**src/rtl/cnn_loader_pkg.sv**
```systemverilog
// Shared types for the CNN_16 boot loader: FSM states, error codes, program terminator.
// The LD_CKSUM state exists only when CNN_LOADER_CKSUM_EN is defined.
package cnn_loader_pkg;

    typedef enum logic [3:0] {
        IDLE,
        LD_KERN,
        LD_IMG,
        LD_PROG,
`ifdef CNN_LOADER_CKSUM_EN
        LD_CKSUM,
`endif
        RELEASE,
        RUN,
        DONE,
        ERR
    } state_t;

    localparam logic [1:0] ERR_NONE     = 2'd0;
    localparam logic [1:0] ERR_PROG_OVF = 2'd1;
    localparam logic [1:0] ERR_TIMEOUT  = 2'd2;
    localparam logic [1:0] ERR_CKSUM    = 2'd3;

    localparam logic [15:0] PROG_END_WORD = 16'hFFFF;

    function automatic logic is_load_state(input state_t s);
`ifdef CNN_LOADER_CKSUM_EN
        return (s == LD_KERN) || (s == LD_IMG) || (s == LD_PROG) || (s == LD_CKSUM);
`else
        return (s == LD_KERN) || (s == LD_IMG) || (s == LD_PROG);
`endif
    endfunction

endpackage

```
**src/rtl/cnn_mem_loader_if.sv**
```systemverilog
// Host word stream plus CPU external-memory write port; slave = loader, master = host/bench side.
interface cnn_mem_loader_if #(
    parameter int DATA_W = 16,
    parameter int ADDR_W = 12
);
    logic              s_valid;
    logic [DATA_W-1:0] s_data;
    logic              s_ready;
    logic              mem_sel;
    logic              mem_we;
    logic [ADDR_W-1:0] mem_adr;
    logic [DATA_W-1:0] mem_data;

    modport master (
        output s_valid, s_data,
        input  s_ready, mem_sel, mem_we, mem_adr, mem_data
    );

    modport slave (
        input  s_valid, s_data,
        output s_ready, mem_sel, mem_we, mem_adr, mem_data
    );
endinterface

```
**src/rtl/cnn_mem_loader.sv**
```systemverilog
// Boot sequencer: streams kernel, image, program into memory, then releases the CPU and watches its PC.
// Word accepted at edge n is written in cycle n+1; s_ready only in LD_* states. Optional CNN_LOADER_CKSUM_EN.
module cnn_mem_loader
    import cnn_loader_pkg::*;
#(
    parameter int                DATA_W      = 16,
    parameter int                ADDR_W      = 12,
    parameter int                K_DIM       = 3,
    parameter int                IMG_W       = 16,
    parameter int                IMG_H       = 16,
    parameter logic [ADDR_W-1:0] KERN_BASE   = 12'h000,
    parameter logic [ADDR_W-1:0] PROG_BASE   = 12'h010,
    parameter logic [ADDR_W-1:0] IMG_BASE    = 12'h100,
    parameter int                PROG_MAX    = 64,
    parameter int                TIMEOUT_CYC = 100000
) (
    input  logic                          clkn,
    input  logic                          rstn,
    input  logic                          start,
    cnn_mem_loader_if.slave               bus,
    input  logic [ADDR_W-1:0]             pc_value,
    output logic                          busy,
    output logic                          done,
    output logic [1:0]                    error,
    output logic [$clog2(PROG_MAX+1)-1:0] prog_len
);

    localparam int KERN_WORDS = K_DIM * K_DIM;
    localparam int IMG_WORDS  = IMG_W * IMG_H;
    localparam int CNT_W      = $clog2(KERN_WORDS + IMG_WORDS + PROG_MAX);
    localparam int TMO_W      = (TIMEOUT_CYC > 1) ? $clog2(TIMEOUT_CYC) : 1;
    localparam int PL_W       = $clog2(PROG_MAX + 1);
`ifdef CNN_LOADER_CKSUM_EN
    localparam state_t AFTER_PROG = LD_CKSUM;
`else
    localparam state_t AFTER_PROG = RELEASE;
`endif

    state_t            state_q, state_d;
    logic [CNT_W-1:0]  cnt_q, cnt_d;
    logic [TMO_W-1:0]  tmo_q, tmo_d;
    logic [ADDR_W-1:0] end_adr_q, end_adr_d;
    logic              s_ready_q, s_ready_d;
    logic              mem_sel_q, mem_sel_d;
    logic              mem_we_q, mem_we_d;
    logic [ADDR_W-1:0] mem_adr_q, mem_adr_d;
    logic [DATA_W-1:0] mem_data_q, mem_data_d;
    logic              busy_q, busy_d;
    logic              done_q, done_d;
    logic [1:0]        error_q, error_d;
    logic [PL_W-1:0]   prog_len_q, prog_len_d;
    logic              acc;
`ifdef CNN_LOADER_CKSUM_EN
    logic [DATA_W-1:0] sum_q, sum_d;
`endif

    assign acc          = bus.s_valid && s_ready_q;
    assign bus.s_ready  = s_ready_q;
    assign bus.mem_sel  = mem_sel_q;
    assign bus.mem_we   = mem_we_q;
    assign bus.mem_adr  = mem_adr_q;
    assign bus.mem_data = mem_data_q;
    assign busy         = busy_q;
    assign done         = done_q;
    assign error        = error_q;
    assign prog_len     = prog_len_q;

    always_comb begin
        state_d    = state_q;
        cnt_d      = cnt_q;
        tmo_d      = tmo_q;
        end_adr_d  = end_adr_q;
        mem_sel_d  = mem_sel_q;
        mem_we_d   = 1'b0;
        mem_adr_d  = mem_adr_q;
        mem_data_d = mem_data_q;
        done_d     = done_q;
        error_d    = error_q;
        prog_len_d = prog_len_q;
`ifdef CNN_LOADER_CKSUM_EN
        sum_d      = sum_q;
`endif
        case (state_q)
            IDLE, DONE, ERR: begin
                if (start) begin
                    state_d    = LD_KERN;
                    cnt_d      = '0;
                    mem_sel_d  = 1'b1;
                    done_d     = 1'b0;
                    error_d    = ERR_NONE;
                    prog_len_d = '0;
`ifdef CNN_LOADER_CKSUM_EN
                    sum_d      = '0;
`endif
                end
            end
            LD_KERN: if (acc) begin
                mem_we_d   = 1'b1;
                mem_adr_d  = KERN_BASE + ADDR_W'(cnt_q);
                mem_data_d = bus.s_data;
                if (cnt_q == CNT_W'(KERN_WORDS - 1)) begin
                    cnt_d   = '0;
                    state_d = LD_IMG;
                end else begin
                    cnt_d = cnt_q + 1'b1;
                end
            end
            LD_IMG: if (acc) begin
                mem_we_d   = 1'b1;
                mem_adr_d  = IMG_BASE + ADDR_W'(cnt_q);
                mem_data_d = bus.s_data;
                if (cnt_q == CNT_W'(IMG_WORDS - 1)) begin
                    cnt_d   = '0;
                    state_d = LD_PROG;
                end else begin
                    cnt_d = cnt_q + 1'b1;
                end
            end
            LD_PROG: if (acc) begin
                mem_we_d   = 1'b1;
                mem_adr_d  = PROG_BASE + ADDR_W'(cnt_q);
                mem_data_d = bus.s_data;
                prog_len_d = prog_len_q + 1'b1;
                // The end word wins over overflow when it is the PROG_MAX-th word.
                if (bus.s_data == DATA_W'(PROG_END_WORD)) begin
                    end_adr_d = PROG_BASE + ADDR_W'(cnt_q);
                    state_d   = AFTER_PROG;
                end else if (cnt_q == CNT_W'(PROG_MAX - 1)) begin
                    error_d = ERR_PROG_OVF;
                    state_d = ERR;
                end else begin
                    cnt_d = cnt_q + 1'b1;
                end
            end
`ifdef CNN_LOADER_CKSUM_EN
            LD_CKSUM: if (acc) begin
                if (bus.s_data == sum_q) begin
                    state_d = RELEASE;
                end else begin
                    error_d = ERR_CKSUM;
                    state_d = ERR;
                end
            end
`endif
            RELEASE: begin
                mem_sel_d = 1'b0;
                tmo_d     = '0;
                state_d   = RUN;
            end
            RUN: begin
                if (pc_value == end_adr_q) begin
                    done_d  = 1'b1;
                    state_d = DONE;
                end else if (tmo_q == TMO_W'(TIMEOUT_CYC - 1)) begin
                    error_d   = ERR_TIMEOUT;
                    mem_sel_d = 1'b1;
                    state_d   = ERR;
                end else begin
                    tmo_d = tmo_q + 1'b1;
                end
            end
            default: state_d = IDLE;
        endcase
`ifdef CNN_LOADER_CKSUM_EN
        if (acc && (state_q == LD_KERN || state_q == LD_IMG || state_q == LD_PROG)) begin
            sum_d = sum_q + bus.s_data;
        end
`endif
        s_ready_d = is_load_state(state_d);
        busy_d    = !(state_d == IDLE || state_d == DONE || state_d == ERR);
    end

    always_ff @(posedge clkn) begin
        if (!rstn) begin
            state_q    <= IDLE;
            cnt_q      <= '0;
            tmo_q      <= '0;
            end_adr_q  <= '0;
            s_ready_q  <= 1'b0;
            mem_sel_q  <= 1'b1;
            mem_we_q   <= 1'b0;
            mem_adr_q  <= '0;
            mem_data_q <= '0;
            busy_q     <= 1'b0;
            done_q     <= 1'b0;
            error_q    <= ERR_NONE;
            prog_len_q <= '0;
`ifdef CNN_LOADER_CKSUM_EN
            sum_q      <= '0;
`endif
        end else begin
            state_q    <= state_d;
            cnt_q      <= cnt_d;
            tmo_q      <= tmo_d;
            end_adr_q  <= end_adr_d;
            s_ready_q  <= s_ready_d;
            mem_sel_q  <= mem_sel_d;
            mem_we_q   <= mem_we_d;
            mem_adr_q  <= mem_adr_d;
            mem_data_q <= mem_data_d;
            busy_q     <= busy_d;
            done_q     <= done_d;
            error_q    <= error_d;
            prog_len_q <= prog_len_d;
`ifdef CNN_LOADER_CKSUM_EN
            sum_q      <= sum_d;
`endif
        end
    end

endmodule

```
**src/flat_wrapper.sv**
```systemverilog
// flat-port wrapper written by rule: the top's interface ports become plain ports
module cnn_mem_loader_flat import cnn_loader_pkg::*;
#(
    parameter int                DATA_W      = 16,
    parameter int                ADDR_W      = 12,
    parameter int                K_DIM       = 3,
    parameter int                IMG_W       = 16,
    parameter int                IMG_H       = 16,
    parameter logic [ADDR_W-1:0] KERN_BASE   = 12'h000,
    parameter logic [ADDR_W-1:0] PROG_BASE   = 12'h010,
    parameter logic [ADDR_W-1:0] IMG_BASE    = 12'h100,
    parameter int                PROG_MAX    = 64,
    parameter int                TIMEOUT_CYC = 100000
)
  (clkn, rstn, start, pc_value, busy, done, error, prog_len, bus_s_valid, bus_s_data, bus_s_ready, bus_mem_sel, bus_mem_we, bus_mem_adr, bus_mem_data);
  cnn_mem_loader_if #(.DATA_W(DATA_W), .ADDR_W(ADDR_W)) bus_i ();
  input  logic clkn;
  input  logic rstn;
  input  logic start;
  input  logic [ADDR_W-1:0] pc_value;
  output logic busy;
  output logic done;
  output logic [1:0] error;
  output logic [$clog2(PROG_MAX+1)-1:0] prog_len;
  input wire logic [$bits(bus_i.s_valid)-1:0] bus_s_valid;
  input wire logic [$bits(bus_i.s_data)-1:0] bus_s_data;
  output wire logic [$bits(bus_i.s_ready)-1:0] bus_s_ready;
  output wire logic [$bits(bus_i.mem_sel)-1:0] bus_mem_sel;
  output wire logic [$bits(bus_i.mem_we)-1:0] bus_mem_we;
  output wire logic [$bits(bus_i.mem_adr)-1:0] bus_mem_adr;
  output wire logic [$bits(bus_i.mem_data)-1:0] bus_mem_data;
  assign bus_i.s_valid = bus_s_valid;
  assign bus_i.s_data = bus_s_data;
  assign bus_s_ready = bus_i.s_ready;
  assign bus_mem_sel = bus_i.mem_sel;
  assign bus_mem_we = bus_i.mem_we;
  assign bus_mem_adr = bus_i.mem_adr;
  assign bus_mem_data = bus_i.mem_data;
  cnn_mem_loader #(.DATA_W(DATA_W), .ADDR_W(ADDR_W), .K_DIM(K_DIM), .IMG_W(IMG_W), .IMG_H(IMG_H), .KERN_BASE(KERN_BASE), .PROG_BASE(PROG_BASE), .IMG_BASE(IMG_BASE), .PROG_MAX(PROG_MAX), .TIMEOUT_CYC(TIMEOUT_CYC)) u_core (.clkn(clkn), .rstn(rstn), .start(start), .bus(bus_i), .pc_value(pc_value), .busy(busy), .done(done), .error(error), .prog_len(prog_len));
endmodule
```
**config.mk**
```make
export PLATFORM = sky130hd
export DESIGN_NAME = cnn_mem_loader_flat
export DESIGN_NICKNAME = d
export VERILOG_FILES = /design/src/rtl/cnn_loader_pkg.sv /design/src/rtl/cnn_mem_loader_if.sv /design/src/rtl/cnn_mem_loader.sv /design/src/flat_wrapper.sv
export SDC_FILE = /design/constraint.sdc
export NUM_CORES = 1
export LEC_CHECK = 0
export CELL_PAD_IN_SITES_DETAIL_PLACEMENT = 0
export CELL_PAD_IN_SITES_GLOBAL_PLACEMENT = 2
export CORE_ASPECT_RATIO = 0.9
export CORE_MARGIN = 5
export CORE_UTILIZATION = 30
export DETAILED_ROUTE_END_ITERATION = 8
export GPL_ROUTABILITY_DRIVEN = 0
export PLACE_DENSITY = 0.83
export SLEW_MARGIN = 10
export SYNTH_ARGS = -nofsm -noshare
export SYNTH_HDL_FRONTEND = slang
export SYNTH_SLANG_ARGS = --single-unit
```
**constraint.sdc**
```tcl
create_clock -name clkn -period 2.97 [get_ports clkn]
set_input_delay 0.7425 -clock clkn [delete_from_list [all_inputs] [get_ports clkn]]
set_output_delay 0.7425 -clock clkn [all_outputs]
set_load 0.02 [all_outputs]
```
; ---- Word level (Yosys, flattened, before mapping)
; Cells that the tools add are included.
[op_classes]
mux = 45
n_eq_ne = 29
add_sub_neg = 5
n_reduce_logical = 27
[ops]
columns = cell, n
row1 = 9-bit 2-to-1 mux, 8
row2 = 4-bit 2-to-1 mux, 10
row3 = 12-bit 2-to-1 mux, 3
row4 = 12-bit case mux with 3 select lines, 1
row5 = 9-bit case mux with 4 select lines, 1
row6 = 17-bit 2-to-1 mux, 2
row7 = 17-bit case mux with 2 select lines, 1
row8 = "4-bit by 3-bit equality test with 1-bit output, second input constant", 6
row9 = 4-bit case mux with 6 select lines, 1
row10 = "17-bit by 1-bit adder with 17-bit output, second input constant", 1
row11 = "17-bit equality test, second input constant", 1
row12 = "16-bit equality test, second input constant", 1
row13 = "4-bit by 2-bit equality test with 1-bit output, second input constant", 4
row14 = 7-bit 2-to-1 mux, 2
row15 = 7-bit case mux with 2 select lines, 1
row16 = 7-bit AND reduction, 2
row17 = 12-bit equality test, 1
row18 = 2-bit 2-to-1 mux, 6
row19 = "2-bit by 1-bit != test with 1-bit output, second input constant", 6
row20 = 3-bit AND reduction, 4
row21 = "5-bit by 9-bit adder with 10-bit output, first input constant", 1
row22 = "9-bit by 9-bit adder with 10-bit output, first input constant", 1
row23 = "2-bit != test, second input constant", 5
row24 = "9-bit by 1-bit adder with 9-bit output, second input constant", 1
row25 = other kinds (19), 36
[word_totals]
output_inout_bits = 42
elab_cells = 119
reg_bits = 84

; ---- Longest topological paths before layout
; Gate-level depths: netlist (run 1).
[depth]
ltp_word = 9
mapped_depth = 11
depth_no_buf = 11

; ---- Least setup slack after synthesis (run 1)
; No wires, ideal clock.
[synth_path]
path_type = input -> register
startpoint = in pc_value[1]
endpoint = reg u_core.tmo_q[9]
slack_ps = 442
path_buffers = 2
t_arrival_ps = 2394
required_time_ps = 2836
cell_stages = 8
setup_time_ps = 134
cell_sequence = xnor2_1 nand4_1 nor4_1 or2_1 clkbuf_1 buf_2 or3_1 a21oi_1
[synth_via]
elab_chain_cells = 3
[synth_rtl]
columns = item, line
row1 = from (decl), flat_wrapper.sv:20  ; input logic [ADDR_W-1:0] pc_value;
row2 = 12-bit equality test, cnn_mem_loader.sv:151  ; if (pc_value == end_adr_q) begin
row3 = 2-bit != test (no source line), n/a
row4 = 3-bit AND reduction (no source line), n/a
row5 = to (signal assigned), cnn_mem_loader.sv:194  ; tmo_q <= tmo_d;
row6 = to (decl), cnn_mem_loader.sv:41  ; logic [TMO_W-1:0] tmo_q, tmo_d;
; No other way between the ends.
; A chain may end at the register's enable or synchronous reset.

; ---- Worst setup path in the final report (run 1)
[layout_path]
startpoint = in bus_s_data[1]
endpoint = reg u_core.cnt_q[2]
[layout_via]
elab_chain_cells = 3
[layout_rtl]
columns = item, line
row1 = from (decl), flat_wrapper.sv:26  ; input wire logic [$bits(bus_i.s_data)-1:0] bus_s_data;
row2 = 16-bit equality test, cnn_mem_loader.sv:125  ; if (bus.s_data == DATA_W'(PROG_END_WORD)) begin
row3 = 2-bit != test (no source line), n/a
row4 = 7-bit AND reduction (no source line), n/a
row5 = to (signal assigned), cnn_mem_loader.sv:193  ; cnt_q <= cnt_d;
row6 = to (decl), cnn_mem_loader.sv:40  ; logic [CNT_W-1:0] cnt_q, cnt_d;
; No other way between the ends.

==> results of run 1 <==
-- worst paths after layout --
kind                                                           from                             endpoint  slack (ns)  cells after the start
worst max-delay path                                  bus_s_data[1]         u_core.cnt_q[2]$_SDFFE_PN0P_        0.24                      7
worst min-delay path            u_core.bus.mem_data[9]$_SDFFE_PN0P_  u_core.bus.mem_data[9]$_SDFFE_PN0P_        0.45                      2
worst max register to register         u_core.cnt_q[5]$_SDFFE_PN0P_               u_core.busy$_SDFF_PN0_        0.30                     11
worst min register to register  u_core.bus.mem_data[9]$_SDFFE_PN0P_  u_core.bus.mem_data[9]$_SDFFE_PN0P_        0.45                      2
-- metrics by stage --
stage,power [mW],hold WS (ns)
6_report,2.38,0.450
5_1_grt,2.46,0.475
4_1_cts,2.41,0.452
3_5_place_dp,1.24,0.444
3_3_place_gp,1.24,0.441
2_1_floorplan,1.16,0.444
-- per-layer routing --
layer,up-vias,track usage (%),share of wire [%]
met3,14,3.52,3.7
li1,1954,-,-
met5,-,0,0
met1,1794,16.4,44
met2,60,25.7,51
met4,0,4.11,1.4
-- power by group --
part / leakage [nW] / switching, mW / internal [mW]
clock network: 0.152 / 0.461 / 0.703
logic: 1.09 / 0.0623 / 0.0704
registers: 0.645 / 0.00373 / 1.08
total: 1.89 / 0.527 / 1.85
-- sequential cells by signal, summed over array words and instances, names as in the netlist, 2 cells and up --
| register | count |
|---|---|
| u_core.bus.mem_data | 16 |
| u_core.cnt_q | 9 |
| u_core.state_q | 4 |
| u_core.error | 2 |
| u_core.end_adr_q | 10 |
| u_core.tmo_q | 17 |
| u_core.prog_len | 7 |
| u_core.bus.mem_adr | 10 |
-- worst max-delay path, delay by kind of cell --
family	cells	cell delay [ns]
and+or+nand+nor	4	1.41
buffers and inverters	1	0.43
AOI/OAI and AO/OA	2	0.39
-- cell usage after synthesis, types with 4 or more instances --
| cell type | instances |
|---|---|
| nand2_1 | 94 |
| dfxtp_1 | 80 |
| a21oi_1 | 38 |
| nor2_1 | 35 |
| clkbuf_1 | 29 |
| nand3_1 | 19 |
| xnor2_1 | 19 |
| nand4_1 | 17 |
| a21boi_1 | 16 |
| inv_1 | 12 |
| nor3_1 | 11 |
| o31ai_1 | 10 |
| or4_1 | 10 |
| ha_1 | 9 |
| xor2_1 | 9 |
| nor4_1 | 8 |
| or3_1 | 8 |
| and3_1 | 6 |
| o21ai_0 | 6 |
| nand2b_1 | 5 |
| a211oi_1 | 4 |
| and2_1 | 4 |
| nand3b_1 | 4 |
-- area by class of cell --
class | count | area share (%)
Clock buffer | 11 | 4.64
Timing Repair Buffer | 108 | 18.6
Multi-Input combinational cell | 382 | 41.4
Clock inverter | 5 | 1.17
Inverter | 12 | 0.828
Sequential cell | 80 | 29.4
Tap cell | 168 | 3.86
-- cells by family (layout without fill, tap and decap cells) --
family                   Yosys count  count (layout)  share of synthesized area [%]
AND/OR/NAND/NOR                  239             239                           29.6
buffers and inverters             46             136                           4.57
multiplexers                       2               2                          0.528
flip-flops                        80              80                           39.8
other                              1               3                         0.0931
XOR/XNOR                          28              28                           6.09
AO/OA/AOI/OAI                    101             101                           16.6
adder cells (fa/ha/maj)            9               9                           2.80
-- cells in the final DEF (no fill, tap or decap), drive strengths merged, types with 3 or more instances in the layout --
master / synthesis / final
or3: 8 / 8
a21boi: 18 / 18
a211oi: 4 / 4
conb: 1 / 3
nand2: 94 / 94
nand2b: 5 / 5
a31o: 3 / 3
inv: 12 / 13
nor2b: 3 / 3
and3: 6 / 6
a21oi: 38 / 38
or4: 11 / 11
nand4: 17 / 17
clkbuf: 29 / 11
nor3: 11 / 11
nand3b: 4 / 4
nor4: 9 / 9
nor2: 35 / 35
o31ai: 10 / 10
and2: 4 / 4
dfxtp: 80 / 80
o21ai: 9 / 9
or2: 3 / 3
xnor2: 19 / 19
nand3: 19 / 19
xor2: 9 / 9
buf: 5 / 37
ha: 9 / 9
clkdlybuf4s50: 0 / 71
==> impl_metrics.csv, run 1 <==
group,metric,value,unit
outcome,status,"completed",
cells_and_area,diodes,0,
synthesis,synth_cells,506,
drt,firstDrtPassIters,4,
timing,fin_crit,2.73,ns
synthesis,synth_edf_count,0,
clock_network,clockBufferDepth,2,
clock_network,cts_root_buffer,"clkbuf_16",
clock_network,cts_tree,"done",
synthesis,ys_ff_latch,80,
timing,rsz0062_at_grt,"no",
placed_design,dp_cells,750,
global_route,overflow,0,
cells_and_area,drive_gt1_share,10.2,%
timing,slew-limit-headroom,39.2,%
global_route,grt_max_degree,32,
worst_setup_path,end_kind,"flop",
global_route,grt_pass1_wl,18500,um
synthesis,yosysUniqueCellTypes,59,
pwr,powerDensity,436,mW/mm^2
timing,fin_skew,0.00511,ns
run,drv_cap,0,
die,dieArea,0.0158,sq mm
cells_and_area,synthToLayoutAreaGrowth,35.1,%
drt,wire_per_inst,14.6,um
timing,fmax,367,MHz
synthesis,yosysSeqAreaShare,39.8,%
cells_and_area,multi_input_area,0.00226,sq mm
worst_setup_path,critPathArrivalTime,2.99,ns
drt,viasPerCell,4.99,
placed_design,dp_hpwl,8600,um
clock_network,clkTransAtPathRegs,0.06,ns
clock_network,cts_inserted_buffers,9,
synthesis,syn_area_per_cell,7.96,sq um
die,start_util,30.4,%
worst_setup_path,worstPathMaxFanout,9,
worst_setup_path,startpoint_type,"input port",
drt,wl,11200,um
timing,worst_pin_slew,0.905,ns
die,ios,74,
drt,ant_nets,0,
cells_and_area,fin_cells,766,
clock_network,ctsHoldBuffers,0,
drt,num_vias,3822,
drt,drc,0,
clock_network,cts.repair.resized,0,
timing,fin_ws,0.243,ns
drt,drt-initial-drc-count,187,
die,core_region_area,0.0133,sq mm
die,die_h,120,um
worst_setup_path,worstSetupPathType,"in -> reg",
global_route,grt_antenna_before_repair,0,
pwr,p_leak,1.89,nW
worst_setup_path,crit_chain,"clkdlybuf4s50_1 -> nand4_1 -> or4_1 -> a31oi_1 -> nor3_1 -> nand3_1 -> o221ai_1",
worst_setup_path,slowest_stage,"nor3_1",
global_route,grt.total_usage,14.2,%
clock_network,cts_num_sinks,80,
hold_path,min_path_type,"reg -> reg",
timing,hold_viol,0,
timing,finalMaxSlewViolations,0,
synthesis,synth-warning-count,0,
cells_and_area,finalInstanceArea,0.00544,sq mm
global_route,grt_pass1_vias,3778,
timing,tns,0,ns
synthesis,ys.flop_type,"dfxtp_1",
placed_design,dpl_worst_slack,-0.0967,ns
placed_design,portBuffers,71,
synthesis,syn_area,0.00403,sq mm
clock_network,htree_num_levels,3,
cells_and_area,num-nets-final,634,
cells_and_area,utilization,41.0,%
pwr,ir_drop,0.310,mV
synthesis,async_reset_ff_share,0,%
cells_and_area,fillers,1330,
worst_setup_path,critPathRequiredTime,3.23,ns
timing,finalCritPeriodShare,91.8,%
synthesis,synth_area_leader_cell,"dfxtp_1",
worst_setup_path,slowest_delay,0.76,ns
clock_network,cts_setup_buffers,0,
die,die_x,132,um
synthesis,yosys.area.top_type_share,39.8,%
synthesis,synthTopCellsByArea,"dfxtp_1 40%, nand2_1 8.8%, a21oi_1 4.7%",
cells_and_area,register_area,0.00160,sq mm
clock_network,clk_latency,0.34,ns
placed_design,place_area,0.00513,sq mm
timing,setup_viol,0,
die,fp-row-count,40,
Note: power is estimated with default switching activity, not from simulation.
==> inputs of run 2 (changes only) <==
--- a/config.mk
+++ b/config.mk
@@ -5,6 +5,7 @@
 export SDC_FILE = /design/constraint.sdc
 export NUM_CORES = 1
 export LEC_CHECK = 0
+export CAP_MARGIN = 5
 export CELL_PAD_IN_SITES_DETAIL_PLACEMENT = 0
 export CELL_PAD_IN_SITES_GLOBAL_PLACEMENT = 2
 export CORE_ASPECT_RATIO = 0.9
==> results of run 2 <==
Final layout, timing and power as in run 1 (identical DEF).
